`src/rtl/result_streamer_pkg.sv`:
```
// -----------------------------------------------------------------------------
// result_streamer_pkg
// Shared constants for the result streamer: datapath operand width, result RAM
// geometry, derived byte/entry counts and the streamer FSM state encoding.
// No ports (package).
// -----------------------------------------------------------------------------
package result_streamer_pkg;

   // Operand width of the approximate multiplier; results are 2N bits wide.
   localparam int N              = 16;
   // Result RAM address is K+1 bits wide.
   localparam int K              = 3;

   localparam int RES_W          = 2 * N;
   localparam int ENT_W          = K + 1;
   localparam int BYTES_PER_WORD = RES_W / 8;
   localparam int ENTRIES        = 2 ** ENT_W;

   // A single-byte word still needs a 1-bit byte counter to stay legal.
   localparam int BCNT_W         = (BYTES_PER_WORD > 1) ? $clog2(BYTES_PER_WORD) : 1;

   // FSM state encoding.
   localparam logic [2:0] ST_IDLE = 3'd0;
   localparam logic [2:0] ST_READ = 3'd1;
   localparam logic [2:0] ST_WAIT = 3'd2;
   localparam logic [2:0] ST_SEND = 3'd3;
   localparam logic [2:0] ST_DONE = 3'd4;

   typedef enum logic [2:0] {
      IDLE = ST_IDLE,
      READ = ST_READ,
      WAIT = ST_WAIT,
      SEND = ST_SEND,
      DONE = ST_DONE
   } state_t;

   // Most significant byte of a result word: the byte currently on the wire.
   function automatic logic [7:0] top_byte(input logic [RES_W-1:0] word);
      return word[RES_W-1 -: 8];
   endfunction

endpackage

```
`src/rtl/result_streamer_counter.sv`:
```
// -----------------------------------------------------------------------------
// result_streamer_counter
// Generic up-counter with synchronous clear, load and count enable.
// Priority: rst > clr > ld > cnten.
// Ports:
//   clk     in   clock
//   rst     in   synchronous active-high reset
//   clr     in   clear to zero
//   ld      in   load ld_val
//   ld_val  in   W  load value
//   cnten   in   increment by one
//   q       out  W  current count (register output)
//   ov      out  terminal count: q is all ones, next increment would wrap
// -----------------------------------------------------------------------------
module result_streamer_counter #(
   parameter int W = 4
) (
   input  logic         clk,
   input  logic         rst,
   input  logic         clr,
   input  logic         ld,
   input  logic [W-1:0] ld_val,
   input  logic         cnten,
   output logic [W-1:0] q,
   output logic         ov
);

   logic [W-1:0] q_r;

   // Count register with clear/load/increment priority chain.
   always_ff @(posedge clk) begin
      if (rst) begin
         q_r <= {W{1'b0}};
      end else if (clr) begin
         q_r <= {W{1'b0}};
      end else if (ld) begin
         q_r <= ld_val;
      end else if (cnten) begin
         q_r <= q_r + W'(1);
      end else begin
         q_r <= q_r;
      end
   end

   assign q  = q_r;
   assign ov = &q_r;

endmodule

```
`src/rtl/result_streamer.sv`:
```
// -----------------------------------------------------------------------------
// result_streamer
// Reads every entry of the result RAM after a batch completes and sends each
// 2N-bit result as a byte stream (MSB first) over a valid/ready interface.
// Ports:
//   clk        in   clock, rising edge
//   rst        in   synchronous active-high reset
//   start      in   one-cycle request to stream the whole RAM (ignored unless idle)
//   busy       out  a stream is in progress
//   ram_rd_en  out  read strobe to the result RAM
//   ram_addr   out  ENT_W  read address (holds outside reads)
//   ram_data   in   RES_W  read data, valid one cycle after ram_rd_en
//   tx_data    out  8  current byte
//   tx_valid   out  tx_data is valid
//   tx_ready   in   sink accepts the byte on tx_valid & tx_ready
//   tx_last    out  marks the final byte of the final entry
//   finished   out  one-cycle pulse after the final byte is accepted
// -----------------------------------------------------------------------------
module result_streamer
   import result_streamer_pkg::*;
(
   input  logic             clk,
   input  logic             rst,
   input  logic             start,
   output logic             busy,
   output logic             ram_rd_en,
   output logic [ENT_W-1:0] ram_addr,
   input  logic [RES_W-1:0] ram_data,
   output logic [7:0]       tx_data,
   output logic             tx_valid,
   input  logic             tx_ready,
   output logic             tx_last,
   output logic             finished
);

   localparam logic [BCNT_W-1:0] BCNT_LAST   = BCNT_W'(BYTES_PER_WORD - 1);
   localparam logic [BCNT_W-1:0] BCNT_PENULT = BCNT_W'((BYTES_PER_WORD > 1) ? (BYTES_PER_WORD - 2) : 0);

   state_t             state_r;
   logic               busy_r;
   logic               rd_en_r;
   logic [ENT_W-1:0]   addr_r;
   logic [RES_W-1:0]   shift_r;
   logic               valid_r;
   logic               last_r;
   logic               fin_r;

   logic [ENT_W-1:0]   entry_q_s;
   logic               ent_ov_s;
   logic [BCNT_W-1:0]  byte_q_s;
   logic               byte_ov_s;

   logic               hs_s;
   logic               last_byte_s;
   logic               ent_clr_s;
   logic               ent_en_s;
   logic               byte_clr_s;
   logic               byte_en_s;

   assign hs_s        = valid_r & tx_ready;
   assign last_byte_s = (byte_q_s == BCNT_LAST);

   // Counter control decode. The entry counter stops at its terminal count,
   // which is what ends the stream, so it is never advanced past max.
   always_comb begin
      ent_clr_s  = 1'b0;
      ent_en_s   = 1'b0;
      byte_clr_s = 1'b0;
      byte_en_s  = 1'b0;
      case (state_r)
         IDLE: begin
            ent_clr_s = start;
         end
         WAIT: begin
            byte_clr_s = 1'b1;
         end
         SEND: begin
            byte_en_s = hs_s;
            ent_en_s  = hs_s & last_byte_s & ~ent_ov_s;
         end
         default: begin
            ent_clr_s  = 1'b0;
            byte_clr_s = 1'b0;
         end
      endcase
   end

   result_streamer_counter #(.W(ENT_W)) u_entry_cnt (
      .clk    (clk),
      .rst    (rst),
      .clr    (ent_clr_s),
      .ld     (1'b0),
      .ld_val ({ENT_W{1'b0}}),
      .cnten  (ent_en_s),
      .q      (entry_q_s),
      .ov     (ent_ov_s)
   );

   result_streamer_counter #(.W(BCNT_W)) u_byte_cnt (
      .clk    (clk),
      .rst    (rst),
      .clr    (byte_clr_s),
      .ld     (1'b0),
      .ld_val ({BCNT_W{1'b0}}),
      .cnten  (byte_en_s),
      .q      (byte_q_s),
      .ov     (byte_ov_s)
   );

   // FSM with registered outputs. Outputs are set on the edge that enters the
   // state that owns them, so each one is a plain flop at the port.
   always_ff @(posedge clk) begin
      if (rst) begin
         state_r <= IDLE;
         busy_r  <= 1'b0;
         rd_en_r <= 1'b0;
         addr_r  <= {ENT_W{1'b0}};
         shift_r <= {RES_W{1'b0}};
         valid_r <= 1'b0;
         last_r  <= 1'b0;
         fin_r   <= 1'b0;
      end else begin
         case (state_r)
            IDLE: begin
               if (start) begin
                  state_r <= READ;
                  busy_r  <= 1'b1;
                  rd_en_r <= 1'b1;
                  addr_r  <= {ENT_W{1'b0}};
               end else begin
                  state_r <= IDLE;
               end
            end
            READ: begin
               rd_en_r <= 1'b0;
               state_r <= WAIT;
            end
            WAIT: begin
               shift_r <= ram_data;
               valid_r <= 1'b1;
               last_r  <= ent_ov_s & (BYTES_PER_WORD == 1);
               state_r <= SEND;
            end
            SEND: begin
               if (hs_s) begin
                  // Shifting in zeros leaves tx_data at 0 once a word is drained.
                  shift_r <= {shift_r[RES_W-9:0], 8'h00};
                  if (last_byte_s) begin
                     valid_r <= 1'b0;
                     last_r  <= 1'b0;
                     if (ent_ov_s) begin
                        state_r <= DONE;
                        fin_r   <= 1'b1;
                     end else begin
                        // Entry counter advances on this same edge.
                        state_r <= READ;
                        rd_en_r <= 1'b1;
                        addr_r  <= entry_q_s + ENT_W'(1);
                     end
                  end else begin
                     // Next byte becomes the last one of the stream.
                     last_r <= ent_ov_s & (byte_q_s == BCNT_PENULT);
                  end
               end else begin
                  state_r <= SEND;
               end
            end
            DONE: begin
               fin_r   <= 1'b0;
               busy_r  <= 1'b0;
               state_r <= IDLE;
            end
            default: begin
               state_r <= IDLE;
            end
         endcase
      end
   end

   assign busy      = busy_r;
   assign ram_rd_en = rd_en_r;
   assign ram_addr  = addr_r;
   assign tx_data   = top_byte(shift_r);
   assign tx_valid  = valid_r;
   assign tx_last   = last_r;
   assign finished  = fin_r;

endmodule

```
`config.mk`:
```
export PLATFORM = sky130hd
export DESIGN_NAME = result_streamer
export DESIGN_NICKNAME = d
export VERILOG_FILES = /design/src/rtl/result_streamer_pkg.sv /design/src/rtl/result_streamer_counter.sv /design/src/rtl/result_streamer.sv
export SDC_FILE = /design/constraint.sdc
export NUM_CORES = 1
export LEC_CHECK = 0
export BUFFER_PORTS_ARGS = -buffer_cell sky130_fd_sc_hd__buf_2
export CAP_MARGIN = 20
export CORE_AREA = 2 2 97 80
export CTS_CLUSTER_DIAMETER = 30
export DETAILED_ROUTE_END_ITERATION = 16
export DIE_AREA = 0 0 99 82
export HOLD_SLACK_MARGIN = 0.1
export SYNTH_ARGS = -nofsm -noshare
export SYNTH_HDL_FRONTEND = slang
export SYNTH_HIERARCHICAL = 1
export SYNTH_SLANG_ARGS = --single-unit
```
`constraint.sdc`:
```
create_clock -name clk -period 1.95 [get_ports clk]
set_input_delay 0.4875 -clock clk [delete_from_list [all_inputs] [get_ports clk]]
set_output_delay 0.4875 -clock clk [all_outputs]
set_load 0.02 [all_outputs]
```
-- Yosys cells after proc, flatten, opt, wreduce, memory -nomap -nowiden
Index checks and enable logic that the tools add are counted.
- register bits after elaboration: 50
- bits of input ports: 36
- output and inout port bits: 17
- logic and storage cells: 76
- add/subtract/negate cells: 2
- eq/ne operators: 12
- muxes and demuxes: 32
- bitwise gates (word level): 5
- reduce and logical (&&, ||, !) cells: 15
- operators with widths (cell ; number):
    case mux 32 bit (2 select lines) ; 1
    2-to-1 mux 32 bit ; 1
    2-to-1 mux 1 bit ; 16
    2-to-1 mux 4 bit ; 4
    case mux 3 bit (4 select lines) ; 1
    inequality test 2 bit (second input constant) ; 5
    AND reduction 5 bit ; 2
    2-to-1 mux 3 bit ; 3
    case mux 1 bit (2 select lines) ; 4
    case mux 4 bit (2 select lines) ; 1
    AND reduction 4 bit ; 2
    nonzero test 2 bit ; 4
    equality test 3 x 2 -> 1 bit (second input constant) ; 2
    adder 4 x 1 -> 4 bit (second input constant) ; 1
    AND 1 bit ; 4
    equality test 2 bit (second input constant) ; 2
    AND reduction 2 bit ; 2
    OR reduction 2 bit ; 2
    equality test 3 x 1 -> 1 bit (second input constant) ; 1
    equality test 3 bit (second input constant) ; 1
    zero test 3 bit ; 1
    inequality test 3 bit (second input constant) ; 1
    case mux 1 bit (3 select lines) ; 1
    AND reduction 3 bit ; 1
    other kinds (3) ; 3

-- Logic depth before layout (Yosys ltp)
- depth in word-level cells: 5
- gate-level depth with buffers: 7
- depth with buffers taken out: 6

-- Modules after synthesis
The synthesis kept the hierarchy.
- by module, submodules not included (module ; times used ; cells an instance ; area each (µm²) ; sequential area each (µm²)):
    result_streamer ; 1 ; 224 ; 2142.1 ; 880.8
    result_streamer_counter (u_entry_cnt) ; 1 ; 24 ; 202.7 ; 80.1
    result_streamer_counter (u_byte_cnt) ; 1 ; 10 ; 112.6 ; 40.0

-- Worst setup path after synthesis
No wires, ideal clock.
- path type: reg-to-reg
- start point: register valid_r, in the netlist tx_valid
- end point: register u_entry_cnt.q_r[1], in the netlist u_entry_cnt/q[1]
- library setup time: 0.115 ns
- data arrival time: 1.769 ns
- required time: 1.835 ns
- path slack: 0.066 ns
- cell stages (with the launch flop): 6
- buffers on the path: 0
- period minus slack after synthesis: 1.884 ns
- cell sequence: dfxtp_1 -> nand4_1 -> nor3_1 -> mux2i_1 -> o21ai_0 -> and2_1
- word-level cells in the longest chain between the ends: 4
- ends and longest elaborated chain (element ; line ; text):
    start: declaration ; result_streamer.sv:44 ; logic valid_r;
    start signal: assignment ; result_streamer.sv:119 ; valid_r <= 1'b0;
    start signal: assignment ; result_streamer.sv:140 ; valid_r <= 1'b1;
    start signal: assignment ; result_streamer.sv:149 ; valid_r <= 1'b0;
    AND 1 bit ; result_streamer.sv:60 ; assign hs_s = valid_r & tx_ready;
    AND 1 bit (2 in series) ; result_streamer.sv:79 ; ent_en_s = hs_s & last_byte_s & ~ent_ov_s;
    2-to-1 mux 1 bit ; result_streamer.sv:70 ; case (state_r)
    via ent_en_s ; result_streamer.sv:56 ; logic ent_en_s;
    end signal: assignment ; result_streamer_counter.sv:37 ; q_r <= ld_val;
    end signal: assignment ; result_streamer_counter.sv:39 ; q_r <= q_r + W'(1);
    end signal: assignment ; result_streamer_counter.sv:41 ; q_r <= q_r;
    end: declaration ; result_streamer_counter.sv:28 ; logic [W-1:0] q_r;
The timed path passes the listed nets, and every way through them passes these cells.
A chain may end at the register's enable or synchronous reset.

-- Final worst setup path
- start point: register u_entry_cnt.q_r[0], in the netlist u_entry_cnt/q[0]
- end point: register addr_r[3], in the netlist ram_addr[3]
- elaborated cells on any way between the ends: 8
- classes of those cells: add/sub (1); eq/ne (1); mux (4); reduce/logical (2)
- RTL lines (element ; line ; text):
    start signal: assignment ; result_streamer_counter.sv:33 ; q_r <= {W{1'b0}};
    start signal: assignment ; result_streamer_counter.sv:35 ; q_r <= {W{1'b0}};
    start signal: assignment ; result_streamer_counter.sv:37 ;
    AND reduction 4 bit ; result_streamer_counter.sv:46 ; assign ov = &q_r;
    via ent_ov_s ; result_streamer.sv:49 ; logic ent_ov_s;
    inequality test 2 bit (no line) ; -- ;
    AND reduction 5 bit (no line) ; -- ;
    end signal: assignment ; result_streamer.sv:117 ; addr_r <= {ENT_W{1'b0}};
    end signal: assignment ; result_streamer.sv:129 ; addr_r <= {ENT_W{1'b0}};
    end signal: assignment ; result_streamer.sv:158 ; addr_r <= entry_q_s + ENT_W'(1);
    end: declaration ; result_streamer.sv:42 ; logic [ENT_W-1:0] addr_r;
The timed path passes the listed nets, and every way through them passes these cells. The select of a mux whose other input is x is not followed.

==> metrics.md <==
| Metric | Value |
|---|---|
| Die height | 82 µm |
| Routed vias/inst | 4.930 |
| Share of the synthesized area in the top cell type | 40.73% |
| Diode count | 0 |
| Post-layout instance count excluding filler cells | 401 |
| Avg WL per Cell | 13.45 µm |
| Hold worst-path end | shift_r[0] |
| Post-synth EDFFs | 0 |
| Critical Path Fanout Max | 6 |
| Count of different cell masters after synthesis | 48 |
| Crit path arrival time | 1.97 ns |
| Rows | 28 |
| Crit end category | register |
| 1st-iter DRT viols | 50 |
| Clock tree buffer depth | 2 |
| Required @ worst endpoint | 2.16 ns |
| Pwr/cell area | 780.8 mW/mm² |
| Placed cell count | 393 |
| Area delta synth->final | 17.06% |
| R2r setup slk | 0.19 ns |
| Register area share after synthesis | 40.73% |
| Vias in the first global route | 1820 |
| Cells along the critical path | ha_1 -> and3_1 -> buf_4 -> and4bb_2 -> a22oi_1 -> a311oi_1 |
| Crit start category | register |
| Routed via count | 1977 |
| Highest Clock Rate | 0.5679 GHz |
| DP Area | 0.002776 mm² |
| Ports | 53 |
| All-Layer GR Usage | 13.32% |
| Tot Pwr | 2.246 mW |
| Peak supply drop | 0.3039 mV |
| Top FF cell, synth | dfxtp_1 |
| Synth area leader | dfxtp_1 |
| I/O Buffers | 52 |
| Critical R2R Capture | ram_addr[3] |
| Initial Util | 34.22% |
| Placer Congestion | 0.7425 |
| Layout cell share with drive strength beyond 1 | 26.05% |
| Status | complete, no violations |
| CP max stage delay | 0.38 ns |
| Total Die Area | 0.008118 mm² |
| Most frequent cells in the layout | buf_2 (52), dfxtp_1 (49), a21oi_1 (39), mux2i_1 (26), a211oi_1 (26) |
| Root buf cell | clkbuf_8 |
| Class of the tightest hold or removal check | input port to register |
| CTS sink count | 50 |
| Synth warn | 6 |
| CTS tree | done |
| Max Slew Vio Count | 0 |
| Clk slew on worst S/H paths | 0.09 ns |
| Setup bufs post-CTS | 0 |
| Hold depth | 3 |
| Final setup fails | 0 |
| Largest cells by area after synthesis | dfxtp_1 (41%), mux2i_1 (11%), a21oi_1 (7.9%) |
| Total gr overflow | 0 |
| Drt first pass iters | 4 |
| Rel. slew slack | 61.20% |
| Drt total wl | 5392 µm |
| DP Wirelength | 3767 µm |
| Clock Skew | 0.009541 ns |
| Setup TNS | 0 ns |
| Post-synthesis area per instance | 9.525 µm² |
| H-tree depth | 2 |
| Final nets | 349 |
| Setup Crit Path Kind | register to register |
| Initial antenna violation count | 0 |
| Hold WS | 0.4311 ns |
| Commonest non-fill, non-tap cell in the layout | buf_2 |
| Synth Instances | 258 |
| Period utilisation layout | 90.30% |
| Antenna-violating nets left | 0 |
| Num CTS Buffers | 5 |
| Hold Fails Final Rpt | 0 |
| Worst Tran Pin Value | 0.5806 ns |
| First-pass GRT wire length | 8742 µm |
| Max Cap Violations | 0 |
| Design Area, Final | 0.002877 mm² |
| Drc violations | 0 |
| Yosys reg bits | 50 |
| Core Footprint | 0.007182 mm² |
| RR Startpoint | u_entry_cnt/q[0] |
| Leakage | 1.112 nW |
| Worst-Skew Late Latency | 0.30 ns |
| HP Start | ram_data[0] |
| Slowest-stage cell, CP | dfxtp_1 |
| Pin count of the biggest net entering global routing | 27 |
| RSZ-0062 raised after global routing | no |
| Cell area after synthesis | 0.002457 mm² |
| DIE WIDTH | 99 µm |
| Final Critical Period | 1.761 ns |
| Worst R2R Path Depth | 6 |
| Ys async rst share | 0% |
## per-layer routing
layer	vias to the layer above	share of wire, %	GRT usage [%]
met5	-	0	0
met4	0	0.63	2.877
met3	5	3.3	3.064
met2	28	46	21.08
met1	912	51	18.60
li1	1032	-	-
## per-stage QoR
stage / setup slack [ns] / utilization (%)
2_1_floorplan: 0.06648 / -
3_3_place_gp: 0.1618 / 38.66
3_5_place_dp: 0.1028 / 38.66
4_1_cts: 0.1539 / 39.98
5_1_grt: 0.1344 / 40.05
6_report: 0.1892 / 40.05
## critical path: cells and delay by family (launching register included)
kind	cells	cell delay, ns
buffers and inverters	1	0.16
AOI/OAI and AO/OA	2	0.34
DFF	1	0.38
and+or+nand+nor	2	0.55
adders and majority gates	1	0.23
## sequential cells by signal, summed over array words and instances, names as in the netlist
name           cells
busy               1
finished           1
ram_addr           4
ram_rd_en          1
shift_r           32
state_r            3
tx_last            1
tx_valid           1
u_byte_cnt/q       2
u_entry_cnt/q      4
## synthesized netlist by cell type, types with 2 or more instances
| master | count |
|---|---|
| a211oi_1 | 26 |
| a21oi_1 | 39 |
| and2_1 | 2 |
| buf_2 | 3 |
| buf_4 | 17 |
| buf_6 | 3 |
| clkbuf_1 | 6 |
| dfxtp_1 | 50 |
| ha_1 | 3 |
| inv_1 | 4 |
| mux2i_1 | 26 |
| nand2_1 | 12 |
| nand2b_1 | 2 |
| nand3_1 | 4 |
| nand3b_1 | 3 |
| nand4_1 | 2 |
| nor2_1 | 5 |
| nor2b_1 | 3 |
| nor4_1 | 2 |
| o21ai_0 | 13 |
| o311ai_0 | 3 |
| xnor2_1 | 2 |
| xor2_1 | 3 |
## worst max path at each step
| stage | from | endpoint | slack (ns) | cells after the start |
|---|---|---|---|---|
| after floorplan | tx_valid | u_entry_cnt/q[1] | 0.07 | 5 |
| after global placement | tx_ready | shift_r[29] | 0.16 | 4 |
| after detailed placement | tx_ready | shift_r[27] | 0.10 | 4 |
| after CTS | state_r[2] | shift_r[27] | 0.15 | 3 |
| after global routing | u_entry_cnt/q[0] | ram_addr[3] | 0.13 | 6 |
| final | u_entry_cnt/q[0] | ram_addr[3] | 0.19 | 6 |
## cell families (layout without fill, tap and decap cells)
group           count (synthesis)  count (layout)  synth area share (%)
xor+xnor                        5               5                 1.782
compound gates                 95              95                 26.27
other cells                     1              14                0.1526
simple gates                   44              44                 10.08
fa+ha+maj                       3               3                 1.528
flops                          50              50                 40.73
mux                            26              26                 10.59
buf+inv                        34              74                 8.859
## cell type report
class	instances	area, µm²
tap	90	112.6
clock inverter	2	12.51
fill	735	4305
timing repair buffer	61	352.8
multi-input combinational	187	1295
clock buffer	6	82.58
inverter	5	18.77
sequential	50	1002
## where the power goes
part / internal, mW / switching, mW / leakage [nW]
sequential: 1.10 / 0.0600 / 0.410
clock: 0.286 / 0.345 / 0.0472
combinational: 0.198 / 0.256 / 0.655
total: 1.59 / 0.661 / 1.11
## repair_timing
| action | in CTS | in global routing |
|---|---|---|
| hold buffers | 0 | 0 |
| setup endpoints to repair | 0 | 2 |
| gates resized for setup | 0 | 1 |
No activity file was read; power rests on OpenSTA's default activity.
